[src/rtl/leaf_pkg.sv]
`default_nettype none
// ============================================================================
// Module  : leaf_pkg
// Brief   : Shared BFT leaf packet layout, default widths and packing helper.
// Revision: 1.0
// ============================================================================
package leaf_pkg;

    localparam int c_PAYLOAD_BITS   = 32;
    localparam int c_NUM_LEAF_BITS  = 5;
    localparam int c_NUM_PORT_BITS  = 4;
    localparam int c_NUM_ADDR_BITS  = 7;
    localparam int c_INIT_CREDITS   = 64;

    // Field offsets for the default layout, LSB upward: payload, seq, port, leaf, valid
    localparam int c_PKT_PAYLOAD_LSB = 0;
    localparam int c_PKT_SEQ_LSB     = c_PKT_PAYLOAD_LSB + c_PAYLOAD_BITS;
    localparam int c_PKT_DPORT_LSB   = c_PKT_SEQ_LSB + c_NUM_ADDR_BITS;
    localparam int c_PKT_DLEAF_LSB   = c_PKT_DPORT_LSB + c_NUM_PORT_BITS;
    localparam int c_PKT_VALID_BIT   = c_PKT_DLEAF_LSB + c_NUM_LEAF_BITS;
    localparam int c_PACKET_BITS     = c_PKT_VALID_BIT + 1;

    typedef struct packed {
        logic                       valid;
        logic [c_NUM_LEAF_BITS-1:0] dst_leaf;
        logic [c_NUM_PORT_BITS-1:0] dst_port;
        logic [c_NUM_ADDR_BITS-1:0] seq;
        logic [c_PAYLOAD_BITS-1:0]  payload;
    } packet_t;

    function automatic packet_t pack_packet(
        input logic [c_NUM_LEAF_BITS-1:0] dst_leaf,
        input logic [c_NUM_PORT_BITS-1:0] dst_port,
        input logic [c_NUM_ADDR_BITS-1:0] seq,
        input logic [c_PAYLOAD_BITS-1:0]  payload
    );
        packet_t pkt;
        pkt.valid    = 1'b1;
        pkt.dst_leaf = dst_leaf;
        pkt.dst_port = dst_port;
        pkt.seq      = seq;
        pkt.payload  = payload;
        return pkt;
    endfunction

endpackage
`default_nettype wire

[src/rtl/rr_arbiter.sv]
`default_nettype none
// ============================================================================
// Module  : rr_arbiter
// Brief   : Combinational round-robin arbiter with one-hot grant and next pointer.
// Revision: 1.0
// ============================================================================
module rr_arbiter #(
    parameter int NUM_REQ  = 4,
    parameter int PTR_BITS = 2
) (
    input  logic [NUM_REQ-1:0]  i_req,
    input  logic [PTR_BITS-1:0] i_ptr,
    output logic [NUM_REQ-1:0]  o_grant,
    output logic [PTR_BITS-1:0] o_grant_idx,
    output logic                o_grant_vld,
    output logic [PTR_BITS-1:0] o_next_ptr
);

    int w_cand;

    // Scan from the pointer, wrapping modulo NUM_REQ; the first requester wins
    always_comb begin
        o_grant     = '0;
        o_grant_idx = '0;
        o_grant_vld = 1'b0;
        w_cand      = 0;
        for (int i = 0; i < NUM_REQ; i++) begin
            w_cand = int'(i_ptr) + i;
            if (w_cand >= NUM_REQ) begin
                w_cand = w_cand - NUM_REQ;
            end
            if (!o_grant_vld && i_req[w_cand]) begin
                o_grant_vld     = 1'b1;
                o_grant[w_cand] = 1'b1;
                o_grant_idx     = PTR_BITS'(w_cand);
            end
        end
    end

    assign o_next_ptr = !o_grant_vld                              ? i_ptr :
                        (int'(o_grant_idx) == NUM_REQ - 1)        ? '0    :
                                                                    o_grant_idx + 1'b1;

endmodule
`default_nettype wire

[src/rtl/leaf_out_packetizer.sv]
`default_nettype none
// ============================================================================
// Module  : leaf_out_packetizer
// Brief   : Credit-gated round-robin packetizer from user outputs to the BFT.
// Revision: 1.0
// ============================================================================
module leaf_out_packetizer
    import leaf_pkg::*;
#(
    parameter int PAYLOAD_BITS  = c_PAYLOAD_BITS,
    parameter int NUM_LEAF_BITS = c_NUM_LEAF_BITS,
    parameter int NUM_PORT_BITS = c_NUM_PORT_BITS,
    parameter int NUM_ADDR_BITS = c_NUM_ADDR_BITS,
    parameter int PACKET_BITS   = 1 + NUM_LEAF_BITS + NUM_PORT_BITS + NUM_ADDR_BITS + PAYLOAD_BITS,
    parameter int NUM_OUT_PORTS = 4,
    parameter int CREDIT_BITS   = 8,
    parameter int INIT_CREDITS  = c_INIT_CREDITS
) (
    input  logic                              clk,
    input  logic                              reset_n,
    input  logic [NUM_OUT_PORTS*PAYLOAD_BITS-1:0] din_leaf_user2interface,
    input  logic [NUM_OUT_PORTS-1:0]          vld_user2interface,
    output logic [NUM_OUT_PORTS-1:0]          ack_interface2user,
    input  logic                              cfg_wr,
    input  logic [NUM_PORT_BITS-1:0]          cfg_port,
    input  logic [NUM_LEAF_BITS-1:0]          cfg_dst_leaf,
    input  logic [NUM_PORT_BITS-1:0]          cfg_dst_port,
    input  logic                              credit_vld,
    input  logic [NUM_PORT_BITS-1:0]          credit_port,
    input  logic [CREDIT_BITS-1:0]            credit_amt,
    input  logic                              resend,
    output logic [PACKET_BITS-1:0]            dout_leaf_interface2bft,
    output logic                              err_credit_ovf
);

    localparam int c_PTR_BITS = (NUM_OUT_PORTS > 1) ? $clog2(NUM_OUT_PORTS) : 1;
    localparam logic [CREDIT_BITS-1:0] c_CREDIT_MAX = '1;

    logic [NUM_OUT_PORTS-1:0] w_req;
    logic [NUM_OUT_PORTS-1:0] w_grant;
    logic [NUM_OUT_PORTS-1:0] w_ovf;
    logic [c_PTR_BITS-1:0]    w_grant_idx;
    logic                     w_grant_vld;
    logic [c_PTR_BITS-1:0]    w_next_ptr;
    logic [c_PTR_BITS-1:0]    r_rr_ptr;
    logic [PACKET_BITS-1:0]   r_dout;
    logic                     r_err;

    logic [NUM_LEAF_BITS-1:0] w_dst_leaf [NUM_OUT_PORTS];
    logic [NUM_PORT_BITS-1:0] w_dst_port [NUM_OUT_PORTS];
    logic [NUM_ADDR_BITS-1:0] w_seq      [NUM_OUT_PORTS];
    logic [PAYLOAD_BITS-1:0]  w_data     [NUM_OUT_PORTS];

    for (genvar p = 0; p < NUM_OUT_PORTS; p++) begin : g_port
        logic                     r_cfg_valid;
        logic [NUM_LEAF_BITS-1:0] r_dst_leaf;
        logic [NUM_PORT_BITS-1:0] r_dst_port;
        logic [NUM_ADDR_BITS-1:0] r_seq;
        logic [CREDIT_BITS-1:0]   r_credit;
        logic                     w_cfg_hit;
        logic                     w_credit_hit;
        logic [CREDIT_BITS:0]     w_sum;

        assign w_cfg_hit    = cfg_wr && (cfg_port == NUM_PORT_BITS'(p));
        assign w_credit_hit = credit_vld && (credit_port == NUM_PORT_BITS'(p));

        // Grant implies credit >= 1, so the net sum never underflows; the carry flags saturation
        assign w_sum    = {1'b0, r_credit}
                        + (w_credit_hit ? {1'b0, credit_amt} : '0)
                        - {{CREDIT_BITS{1'b0}}, w_grant[p]};
        assign w_ovf[p] = w_sum[CREDIT_BITS];

        assign w_req[p]      = reset_n && !resend && vld_user2interface[p] && r_cfg_valid
                            && (r_credit != '0);
        assign w_dst_leaf[p] = r_dst_leaf;
        assign w_dst_port[p] = r_dst_port;
        assign w_seq[p]      = r_seq;
        assign w_data[p]     = din_leaf_user2interface[p*PAYLOAD_BITS +: PAYLOAD_BITS];

        always_ff @(posedge clk) begin
            if (!reset_n) begin
                r_cfg_valid <= 1'b0;
                r_dst_leaf  <= '0;
                r_dst_port  <= '0;
                r_seq       <= '0;
                r_credit    <= CREDIT_BITS'(INIT_CREDITS);
            end else begin
                if (w_cfg_hit) begin
                    r_cfg_valid <= 1'b1;
                    r_dst_leaf  <= cfg_dst_leaf;
                    r_dst_port  <= cfg_dst_port;
                end
                r_credit <= w_ovf[p] ? c_CREDIT_MAX : w_sum[CREDIT_BITS-1:0];
                if (w_grant[p]) begin
                    r_seq <= r_seq + 1'b1;
                end
            end
        end
    end

    rr_arbiter #(
        .NUM_REQ  (NUM_OUT_PORTS),
        .PTR_BITS (c_PTR_BITS)
    ) u_rr_arbiter (
        .i_req       (w_req),
        .i_ptr       (r_rr_ptr),
        .o_grant     (w_grant),
        .o_grant_idx (w_grant_idx),
        .o_grant_vld (w_grant_vld),
        .o_next_ptr  (w_next_ptr)
    );

    always_ff @(posedge clk) begin
        if (!reset_n) begin
            r_rr_ptr <= '0;
            r_dout   <= '0;
            r_err    <= 1'b0;
        end else begin
            r_rr_ptr <= w_next_ptr;
            if (w_grant_vld) begin
                r_dout <= {1'b1, w_dst_leaf[w_grant_idx], w_dst_port[w_grant_idx],
                           w_seq[w_grant_idx], w_data[w_grant_idx]};
            end else begin
                r_dout <= '0;
            end
            if (|w_ovf) begin
                r_err <= 1'b1;
            end
        end
    end

    assign ack_interface2user      = w_grant;
    // Freeze also hides a packet that was registered on the previous edge
    assign dout_leaf_interface2bft = resend ? '0 : r_dout;
    assign err_credit_ovf          = r_err;

endmodule
`default_nettype wire
[config.mk]
export PLATFORM = sky130hd
export DESIGN_NAME = leaf_out_packetizer
export DESIGN_NICKNAME = d
export VERILOG_FILES = /design/src/rtl/leaf_pkg.sv /design/src/rtl/rr_arbiter.sv /design/src/rtl/leaf_out_packetizer.sv
export SDC_FILE = /design/constraint.sdc
export NUM_CORES = 1
export LEC_CHECK = 0
export CORE_MARGIN = 3
export CORE_UTILIZATION = 40
export CTS_CLUSTER_DIAMETER = 200
export DETAILED_ROUTE_END_ITERATION = 7
export PLACE_DENSITY = 0.66
export RECOVER_POWER = 25
export SLEW_MARGIN = 15
export SYNTH_ARGS = -nofsm -noshare
export SYNTH_HDL_FRONTEND = slang
export SYNTH_SLANG_ARGS = --single-unit
export TNS_END_PERCENT = 20
[constraint.sdc]
create_clock -name clk -period 9.5 [get_ports clk]
set_input_delay 0.95 -clock clk [delete_from_list [all_inputs] [get_ports clk]]
set_output_delay 0.95 -clock clk [all_outputs]
set_load 0.03 [all_outputs]
==> results.sh, run 1 <==
export IMPL_end_kind="register"
export IMPL_ys_seq_elements=152
export IMPL_stdcell_count=1568
export IMPL_antenna_found_initial=0
export IMPL_drv_slew=163
export IMPL_violations="max-capacitance violations, max-slew violations"
export IMPL_place_congestion=0.818
export IMPL_cp_max_fo=63
export IMPL_tightest_slew_ns=2.79
export IMPL_skew_ns=0.00984
export IMPL_grt_pass1_wl_um=40400
export IMPL_final_cell_mix="204 x clkdlybuf4s50_1, 154 x mux2i_1, 152 x dfxtp_1"
export IMPL_ir_worst_vdd_uv=155
export IMPL_drtAntennaViolNets=0
export IMPL_mostFrequentLayoutCell="clkdlybuf4s50_1"
export IMPL_yosys_top_cells_area="dfxtp_1 32%, mux2i_1 16%, ha_1 10%, inv_1 4.4%, nor2b_1 3.9%"
export IMPL_yosysUniqueCellTypes=57
export IMPL_post_cts_repair_setup_buffers=0
export IMPL_fmax_ghz=0.139
export IMPL_place_inst=1536
export IMPL_start_kind="primary input"
export IMPL_h_tree_depth=4
export IMPL_grt_pass1_vias=7599
export IMPL_fp_dieArea_sq_um=25300
export IMPL_gr_total_overflow=0
export IMPL_wl_um=25100
export IMPL_cp_required_ns=9.87
export IMPL_finalHoldViolCount=0
export IMPL_dp_final_hpwl_um=18900
export IMPL_yosys_area_top_type="dfxtp_1"
export IMPL_fillers=2160
export IMPL_synth_main_ff_cell="dfxtp_1"
export IMPL_wl_per_cell_um=16.0
export IMPL_synth_edf_count=0
export IMPL_viasPerCell=5.08
export IMPL_finalSetupTns_ns=0
export IMPL_drc_errors=0
export IMPL_clockRootBuffer="clkbuf_16"
export IMPL_hold_buffers=0
export IMPL_period_share_pct=75.7
export IMPL_die_y_um=159
export IMPL_clock_sinks=152
export IMPL_power_density_nw_per_um2=199
export IMPL_crit_arrival_ns=7.56
export IMPL_io_buffers=215
export IMPL_synth_top_cell_area_share_pct=32.5
export IMPL_cts_buffers=17
export IMPL_vias=7964
export IMPL_p_leak_nw=4.95
export IMPL_nNetsFinal=1484
export IMPL_seq_area_frac_synth_pct=32.5
export IMPL_cts_tree="done"
export IMPL_maxCapViolations=3
export IMPL_cts_path_max_buffers=2
export IMPL_grt_start_max_net_pins=64
export IMPL_max_slew_margin_pct=-86.0
export IMPL_n_antenna_cell=0
export IMPL_top_level_ports=216
export IMPL_firstDrtPassIters=4
export IMPL_whs_ns=0.466
export IMPL_core_area_sq_um=22800
export IMPL_syn_nets=1287
export IMPL_synthToLayoutAreaGrowth_pct=32.0
export IMPL_syn_area_per_cell_sq_um=8.96
export IMPL_status="finished with violations"
export IMPL_initial_core_util_pct=41.0
export IMPL_async_reset_ff_share_pct=0
export IMPL_path_clk_slew_ns=0.07
export IMPL_drtIter0Drc=365
export IMPL_yosys_warnings=0
export IMPL_rsz0062_at_grt="no"
export IMPL_cts_resized_gates=0
export IMPL_die_w_um=159
export IMPL_core_rowCount=55
export IMPL_setup_violations=0
export IMPL_synth_cells=1045
export IMPL_grtUsageTotal_pct=19.4
export IMPL_drive_gt1_share_pct=5.66
export IMPL_hp_class="reg2reg"
export IMPL_synth_area_sq_um=9370
export IMPL_worstSkewPairLatency_ns=0.43
export IMPL_path_class="in2reg"
export IMPL_period_minus_slack_ns=7.19
==> worst paths after layout <==
path	start	endpoint	slack [ns]	cells past startpoint
min reg2reg	g_port[1].r_seq[6]$_SDFFE_PN0P_	g_port[1].r_seq[6]$_SDFFE_PN0P_	0.47	1
max reg2reg	r_rr_ptr[0]$_SDFFE_PN0N_	g_port[1].r_credit[7]$_SDFF_PN0_	3.54	20
min	g_port[1].r_seq[6]$_SDFFE_PN0P_	g_port[1].r_seq[6]$_SDFFE_PN0P_	0.47	1
max	reset_n	g_port[1].r_credit[7]$_SDFF_PN0_	2.31	20
==> through the flow <==
step           util [%]  power [mW]  worst slack, ns  instance area, sq um
2_1_floorplan         -        1.54             4.49                  9370
3_3_place_gp       51.5        1.79             3.79                 11800
3_5_place_dp       51.5        1.81             3.65                 11800
4_1_cts            54.1        2.48             3.63                 12400
5_1_grt            54.1        2.66             1.69                 12400
6_report           54.1        2.46             2.31                 12400
==> layer usage <==
metal	vias up	part of all wire, %	GRT usage [%]	wire length (um)
met5	-	0	0	0
met4	0	1.5	5.41	372
met3	25	5.8	4.37	1450
met2	205	48	34.0	12100
met1	3672	45	24.1	11200
li1	4062	-	-	-
==> report_power, final <==
part	total, mW	switching, mW	internal (mW)
Clock	0.671	0.316	0.355
Combinational	1.03	0.543	0.492
Sequential	0.759	0.0459	0.713
==> synthesized netlist by cell type, drive strengths merged, types with 16 or more instances <==
cell	n
nand2	76
o21ai	28
nor2	56
a21oi	39
o22ai	49
dfxtp	152
ha	76
nor2b	58
xnor2	16
inv	109
o21a	29
clkbuf	22
mux2i	154
buf	25
==> critical path, cell delays in order <==
cell and delay [ns]:
buf_2 0.07, clkbuf_1 1.97, nand4b_1 0.40, a211oi_1 0.78, nor3_2 0.19, o211ai_1 0.27
a21o_1 0.22, nand2_1 0.15, ha_1 0.32, inv_1 0.05, ha_1 0.16, inv_1 0.06
fa_1 0.40, nor2b_1 0.12, o21ai_0 0.10, a21boi_0 0.24, o21ai_0 0.13, a21oi_1 0.25
xor2_1 0.50, o21a_1 0.21
==> cells by family after synthesis <==
group	share of synthesized area, %
adders and majority gates	11.0
AOI/OAI and AO/OA	15.5
buffers and inverters	6.88
xor gates and xnor gates	2.24
and+or+nand+nor	14.7
muxes	17.2
DFF	32.5
==> sequential cells by signal (all words and copies together), names as in the netlist <==
| name | flops |
|---|---|
| g_port.r_credit | 32 |
| r_rr_ptr | 2 |
| g_port.r_cfg_valid | 4 |
| g_port.r_dst_port | 16 |
| r_dout | 49 |
| g_port.r_seq | 28 |
| err_credit_ovf | 1 |
| g_port.r_dst_leaf | 20 |
==> final cells by class <==
class	instances	area (sq um)	share of cell area, %
multi-input combinational	736	5710	46.2
sequential	152	3040	24.6
timing repair buffer	225	2210	17.8
clock buffer	17	425	3.44
inverter	110	413	3.34
tap	313	392	3.17
clock inverter	15	171	1.39
Note: power is estimated with default switching activity, not from simulation.
==> inputs of run 2 (changes only) <==
--- a/config.mk
+++ b/config.mk
@@ -9,7 +9,7 @@
 export CORE_UTILIZATION = 40
 export CTS_CLUSTER_DIAMETER = 200
 export DETAILED_ROUTE_END_ITERATION = 7
-export PLACE_DENSITY = 0.66
+export PLACE_DENSITY = 0.69
 export RECOVER_POWER = 25
 export SLEW_MARGIN = 15
 export SYNTH_ARGS = -nofsm -noshare
==> constraint.sdc (replaced) <==
create_clock -name clk -period 6.6 [get_ports clk]
set_input_delay 0.66 -clock clk [delete_from_list [all_inputs] [get_ports clk]]
set_output_delay 0.66 -clock clk [all_outputs]
set_load 0.03 [all_outputs]
==> run 2 against run 1 <==
Net effect: the flow still finishes with violations (max-capacitance violations, max-slew violations); sequential power rose by 44%; worst setup slack worse by 1.6 ns; clock power up 32%; count of clock-buffer cells in the layout grew 3; clock skew grew 0.0089 ns; critical path depth is the same; cell area about the same; total power up 42%; critical path type is now reg2reg; largest cell class unchanged; largest power group unchanged.
==> results.sh, run 2 (same netlist as run 1, synthesis figures left out) <==
export IMPL_cp_required_ns=6.97
export IMPL_fillers=2149
export IMPL_mostFrequentLayoutCell="clkdlybuf4s50_1"
export IMPL_max_slew_margin_pct=-57.1
export IMPL_dp_final_hpwl_um=20500
export IMPL_tightest_slew_ns=2.36
export IMPL_period_minus_slack_ns=5.89
export IMPL_fp_dieArea_sq_um=25300
export IMPL_violations="max-capacitance violations, max-slew violations"
export IMPL_stdcell_count=1574
export IMPL_skew_ns=0.0188
export IMPL_wl_um=26900
export IMPL_cts_resized_gates=0
export IMPL_grt_pass1_wl_um=43000
export IMPL_largest_register_ff_count=49
export IMPL_drive_gt1_share_pct=5.95
export IMPL_final_cell_mix="204 x clkdlybuf4s50_1, 154 x mux2i_1, 152 x dfxtp_1"
export IMPL_cts_path_max_buffers=2
export IMPL_cp_max_fo=19
export IMPL_setup_violations=0
export IMPL_wl_per_cell_um=17.1
export IMPL_status="finished with violations"
export IMPL_fmax_ghz=0.170
export IMPL_die_y_um=159
export IMPL_drv_slew=132
export IMPL_crit_arrival_ns=6.26
export IMPL_placement_cell_area_sq_um=11800
export IMPL_die_w_um=159
export IMPL_antenna_found_initial=2
export IMPL_gr_total_overflow=0
export IMPL_clock_sinks=152
export IMPL_drtAntennaViolNets=0
export IMPL_cts_tree="done"
export IMPL_vias=8125
export IMPL_drc_errors=0
export IMPL_path_class="reg2reg"
export IMPL_post_cts_repair_setup_buffers=0
export IMPL_initial_core_util_pct=41.0
export IMPL_drtIter0Drc=388
export IMPL_final_cell_area_sq_um=12400
export IMPL_grtUsageTotal_pct=20.9
export IMPL_place_congestion=0.886
export IMPL_regMostFlops="r_dout"
export IMPL_period_share_pct=89.2
export IMPL_p_leak_nw=4.95
export IMPL_hp_class="reg2reg"
export IMPL_rsz0062_at_grt="no"
export IMPL_firstDrtPassIters=5
export IMPL_synthToLayoutAreaGrowth_pct=32.0
export IMPL_io_buffers=215
export IMPL_top_level_ports=216
export IMPL_finalHoldViolCount=0
export IMPL_end_kind="register"
export IMPL_path_clk_slew_ns=0.06
export IMPL_h_tree_depth=4
export IMPL_place_inst=1541
export IMPL_finalSetupTns_ns=0
export IMPL_core_area_sq_um=22800
export IMPL_clockRootBuffer="clkbuf_16"
export IMPL_grt_start_max_net_pins=51
export IMPL_multi_input_area_sq_um=5710
export IMPL_start_kind="register"
export IMPL_core_rowCount=55
export IMPL_cts_buffers=17
export IMPL_nNetsFinal=1489
export IMPL_ir_worst_vdd_uv=293
export IMPL_hold_buffers=0
export IMPL_fin_util_pct=54.1
export IMPL_viasPerCell=5.16
export IMPL_grt_pass1_vias=8035
export IMPL_regArea_sq_um=3040
export IMPL_maxCapViolations=3
export IMPL_worstSkewPairLatency_ns=0.43
export IMPL_top_regs="r_dout (49), g_port.r_credit (32), g_port.r_seq (28)"
export IMPL_power_density_nw_per_um2=282
## run 2: cell count changes in the layout (fill, tap and decap cells not counted), moves of 3 or more
cell | before | now
inv_6 | 5 | 1
clkinv_2 | 0 | 7
clkinvlp_4 | 0 | 3
clkinv_8 | 4 | 0
inv_8 | 4 | 0
buf_4 | 7 | 11
clkbuf_8 | 0 | 3
## run 2: critical path, cell delays in order (launching register included)
cell and delay (ns):
dfxtp_1 0.77, inv_1 0.38, ha_1 0.62, inv_1 0.16, a211oi_1 0.51, nor3_2 0.19
o211ai_1 0.27, a21o_1 0.23, nand2_1 0.12, ha_1 0.30, inv_1 0.06, ha_1 0.15
inv_1 0.06, fa_1 0.41, nor2b_1 0.12, o21ai_0 0.11, a21boi_0 0.26, o21ai_0 0.15
a21oi_1 0.25, xor2_1 0.50, o21a_1 0.21
## run 2: power breakdown
| group | total (mW) | internal (mW) | switching [mW] | leakage (nW) |
|---|---|---|---|---|
| Combinational | 1.51 | 0.715 | 0.794 | 3.45 |
| Clock | 0.888 | 0.506 | 0.381 | 0.268 |
| Sequential | 1.09 | 1.03 | 0.0637 | 1.24 |
| Total | 3.49 | 2.25 | 1.24 | 4.95 |
## run 2: path summary, 6_finish.rpt
| path | slack [ns] | endpoint | startpoint | depth (start not counted) |
|---|---|---|---|---|
| max | 0.71 | g_port[1].r_credit[3]$_SDFF_PN0_ | r_rr_ptr[0]$_SDFFE_PN0N_ | 20 |
| min reg2reg | 0.46 | g_port[0].r_cfg_valid$_SDFFE_PN0P_ | g_port[0].r_cfg_valid$_SDFFE_PN0P_ | 2 |
| min | 0.46 | g_port[0].r_cfg_valid$_SDFFE_PN0P_ | g_port[0].r_cfg_valid$_SDFFE_PN0P_ | 2 |
| max reg2reg | 0.71 | g_port[1].r_credit[3]$_SDFF_PN0_ | r_rr_ptr[0]$_SDFFE_PN0N_ | 20 |
## run 2: through the flow
stage                     power (mW)  setup slack, ns  hold slack [ns]
after global placement          2.58            0.977            0.443
after detailed placement        2.61            0.784            0.457
after floorplan                 2.22             1.74            0.433
after global routing            3.76            0.164            0.487
after CTS                       3.51            0.733            0.471
final                           3.49            0.710            0.463
## run 2: final cells by class
cell class | count | share of cell area [%]
Clock buffer | 20 | 3.78
Multi-Input combinational cell | 736 | 46.2
Timing Repair Buffer | 230 | 18.2
Sequential cell | 152 | 24.6
Antenna cell | 1 | 0.0202
Tap cell | 313 | 3.17
Clock inverter | 12 | 0.607
Inverter | 110 | 3.34
## run 2: per-layer routing
| layer | track usage (%) | up-vias | routed length, um |
|---|---|---|---|
| li1 | - | 4061 | - |
| met5 | 0 | - | 7 |
| met3 | 5.28 | 39 | 1410 |
| met4 | 8.67 | 2 | 975 |
| met1 | 25.6 | 3809 | 11800 |
| met2 | 35.0 | 214 | 12700 |
==> inputs of run 3 (changes only) <==
--- a/config.mk
+++ b/config.mk
@@ -5,11 +5,14 @@
 export SDC_FILE = /design/constraint.sdc
 export NUM_CORES = 1
 export LEC_CHECK = 0
+export ABC_AREA = 1
+export CELL_PAD_IN_SITES_DETAIL_PLACEMENT = 0
+export CELL_PAD_IN_SITES_GLOBAL_PLACEMENT = 2
 export CORE_MARGIN = 3
-export CORE_UTILIZATION = 40
+export CORE_UTILIZATION = 25
 export CTS_CLUSTER_DIAMETER = 200
 export DETAILED_ROUTE_END_ITERATION = 7
-export PLACE_DENSITY = 0.69
+export PLACE_DENSITY_LB_ADDON = 0.1
 export RECOVER_POWER = 25
 export SLEW_MARGIN = 15
 export SYNTH_ARGS = -nofsm -noshare
==> run 3 against run 2 <==
Net effect: the run still ends with max-capacitance violations, max-slew violations left; sequential share of layout area decreased by 2.1 points; cell area increased by 9.2%; combinational power increased by 72%; largest power group unchanged.
==> results.sh, run 3 <==
export IMPL_top_regs="r_dout (49), g_port.r_credit (32), g_port.r_seq (28)"
export IMPL_placement_cell_area_sq_um=12900
export IMPL_die_w_um=209
export IMPL_path_clk_slew_ns=0.07
export IMPL_drc_errors=0
export IMPL_power_density_nw_per_um2=359
export IMPL_grt_pass1_wl_um=56800
export IMPL_synth_area_sq_um=10300
export IMPL_mostFrequentLayoutCell="inv_1"
export IMPL_post_cts_repair_setup_buffers=0
export IMPL_nNetsFinal=1989
export IMPL_yosys_top_cells_area="dfxtp_1 30%, inv_1 13%, nand3_1 10%, ha_1 9.2%, nand2_1 8.8%"
export IMPL_cts_resized_gates=0
export IMPL_final_cell_area_sq_um=13500
export IMPL_synth_edf_count=0
export IMPL_skew_ns=0.0149
export IMPL_max_slew_margin_pct=-79.2
export IMPL_synth_common_cells="370 x inv_1, 242 x nand2_1, 216 x nand3_1"
export IMPL_syn_nets=1808
export IMPL_die_y_um=209
export IMPL_place_inst=2253
export IMPL_syn_area_per_cell_sq_um=6.59
export IMPL_largest_register_ff_count=49
export IMPL_synth_cells=1566
export IMPL_cts_buffers=17
export IMPL_hold_buffers=0
export IMPL_antenna_found_initial=0
export IMPL_crit_arrival_ns=5.48
export IMPL_yosysUniqueCellTypes=41
export IMPL_critPathMaxStageDelay_ns=0.65
export IMPL_finalSetupTns_ns=0
export IMPL_async_reset_ff_share_pct=0
export IMPL_critPathTopFamily="simple AND/OR/NAND/NOR gates"
export IMPL_ir_worst_vdd_uv=235
export IMPL_status="finished with violations"
export IMPL_io_buffers=215
export IMPL_crit_chain="inv_2, ha_1, inv_1, nand3_1, nand2_1, nand3_2, inv_1, nand3_1, nand2_2, ha_1, inv_1, ha_1, inv_1, fa_1, o21ai_0, nand2_1, o311ai_0, or2_2, and2_1, inv_1, nor3_1, a21oi_1"
export IMPL_synth_main_ff_cell="dfxtp_1"
export IMPL_tightest_slew_ns=2.69
export IMPL_regMostFlops="r_dout"
export IMPL_clockRootBuffer="clkbuf_16"
export IMPL_wl_um=35900
export IMPL_cp_num_buf_inv=6
export IMPL_gr_total_overflow=0
export IMPL_ys_seq_elements=152
export IMPL_hp_class="reg2reg"
export IMPL_start_kind="register"
export IMPL_worstSkewPairLatency_ns=0.44
export IMPL_drv_slew=50
export IMPL_p_leak_nw=6.23
export IMPL_grtUsageTotal_pct=16.5
export IMPL_total_power_mw=4.85
export IMPL_place_congestion=0.790
export IMPL_yosys_warnings=0
export IMPL_cp_max_fo=11
export IMPL_yosys_area_top_type="dfxtp_1"
export IMPL_synthToLayoutAreaGrowth_pct=30.9
export IMPL_finalHoldViolCount=0
export IMPL_cts_path_max_buffers=2
export IMPL_h_tree_depth=4
export IMPL_vias=9918
export IMPL_clock_sinks=152
export IMPL_crit_slowest_cell="dfxtp_1"
export IMPL_n_antenna_cell=0
export IMPL_grt_start_max_net_pins=76
export IMPL_fmax_ghz=0.193
export IMPL_initial_core_util_pct=25.6
export IMPL_wl_per_cell_um=15.7
export IMPL_rsz0062_at_grt="no"
export IMPL_setup_violations=0
export IMPL_viasPerCell=4.34
export IMPL_core_rowCount=73
export IMPL_cts_tree="done"
export IMPL_end_kind="register"
export IMPL_final_cell_mix="370 x inv_1, 242 x nand2_1, 216 x nand3_1"
export IMPL_stdcell_count=2284
export IMPL_synth_top_cell_area_share_pct=29.5
export IMPL_seq_area_frac_synth_pct=29.5
export IMPL_violations="max-capacitance violations, max-slew violations"
export IMPL_drtIter0Drc=444
export IMPL_firstDrtPassIters=5
export IMPL_maxCapViolations=1
export IMPL_crit_path_frequent_cell="inv_1"
export IMPL_drtAntennaViolNets=0
export IMPL_dp_final_hpwl_um=25100
export IMPL_period_minus_slack_ns=5.17
export IMPL_fp_dieArea_sq_um=43700
export IMPL_top_level_ports=216
export IMPL_grt_pass1_vias=9866
export IMPL_cp_required_ns=6.90
export IMPL_path_class="reg2reg"
export IMPL_period_share_pct=78.4
export IMPL_core_area_sq_um=40300
export IMPL_synthMostInstantiatedCell="inv_1"
export IMPL_drive_gt1_share_pct=4.78
[run 3: worst reg2reg max path, stage by stage, from the launching register on]
cell	delay (ns)
dfxtp_1	0.65
inv_2	0.21
ha_1	0.39
inv_1	0.12
nand3_1	0.08
nand2_1	0.20
nand3_2	0.20
inv_1	0.17
nand3_1	0.23
nand2_2	0.29
ha_1	0.28
inv_1	0.05
ha_1	0.15
inv_1	0.05
fa_1	0.42
o21ai_0	0.29
nand2_1	0.08
o311ai_0	0.12
or2_2	0.18
and2_1	0.23
inv_1	0.14
nor3_1	0.39
a21oi_1	0.11
[run 3: metrics by stage]
stage	hold slack (ns)	setup WS (ns)	util, %
finish	0.452	1.43	33.5
global route	0.477	0.923	33.5
CTS	0.453	1.41	33.5
detailed placement	0.442	1.32	32.1
global placement	0.438	1.44	32.1
floorplan	0.430	2.45	-
[run 3: path summary, 6_finish.rpt]
check | startpoint | endpoint | slack, ns | cells after the start
min | g_port[3].r_dst_leaf[0]$_SDFFE_PN0P_ | g_port[3].r_dst_leaf[0]$_SDFFE_PN0P_ | 0.45 | 2
max reg2reg | r_rr_ptr[0]$_SDFFE_PN0N_ | err_credit_ovf$_SDFFE_PN0P_ | 1.43 | 22
max | r_rr_ptr[0]$_SDFFE_PN0N_ | err_credit_ovf$_SDFFE_PN0P_ | 1.43 | 22
min reg2reg | g_port[3].r_dst_leaf[0]$_SDFFE_PN0P_ | g_port[3].r_dst_leaf[0]$_SDFFE_PN0P_ | 0.45 | 2
[run 3: routing by layer]
layer / wire length (um) / track usage (%)
met2: 16500 / 27.7
met1: 17800 / 22.2
met4: 426 / 3.37
met5: 0 / 0
met3: 1180 / 3.08
[run 3: kinds of logic after synthesis]
group	synth area share [%]
AO/OA/AOI/OAI	11.4
XOR/XNOR	3.40
adder cells (fa/ha/maj)	10.0
buffers and inverters	16.9
flip-flops	29.5
AND/OR/NAND/NOR	28.8
[run 3: power breakdown]
group | switching [mW] | internal, mW | total, mW | leakage [nW]
registers | 0.0743 | 1.14 | 1.21 | 1.25
logic | 1.66 | 0.940 | 2.60 | 4.70
clock network | 0.442 | 0.599 | 1.04 | 0.290
[run 3: final cells by class]
class | count | area, sq um
Inverter | 374 | 1410
Fill cell | 4423 | 26800
Sequential cell | 152 | 3040
Timing Repair Buffer | 230 | 2250
Tap cell | 525 | 657
Clock inverter | 13 | 173
Clock buffer | 18 | 429
Multi-Input combinational cell | 972 | 5550
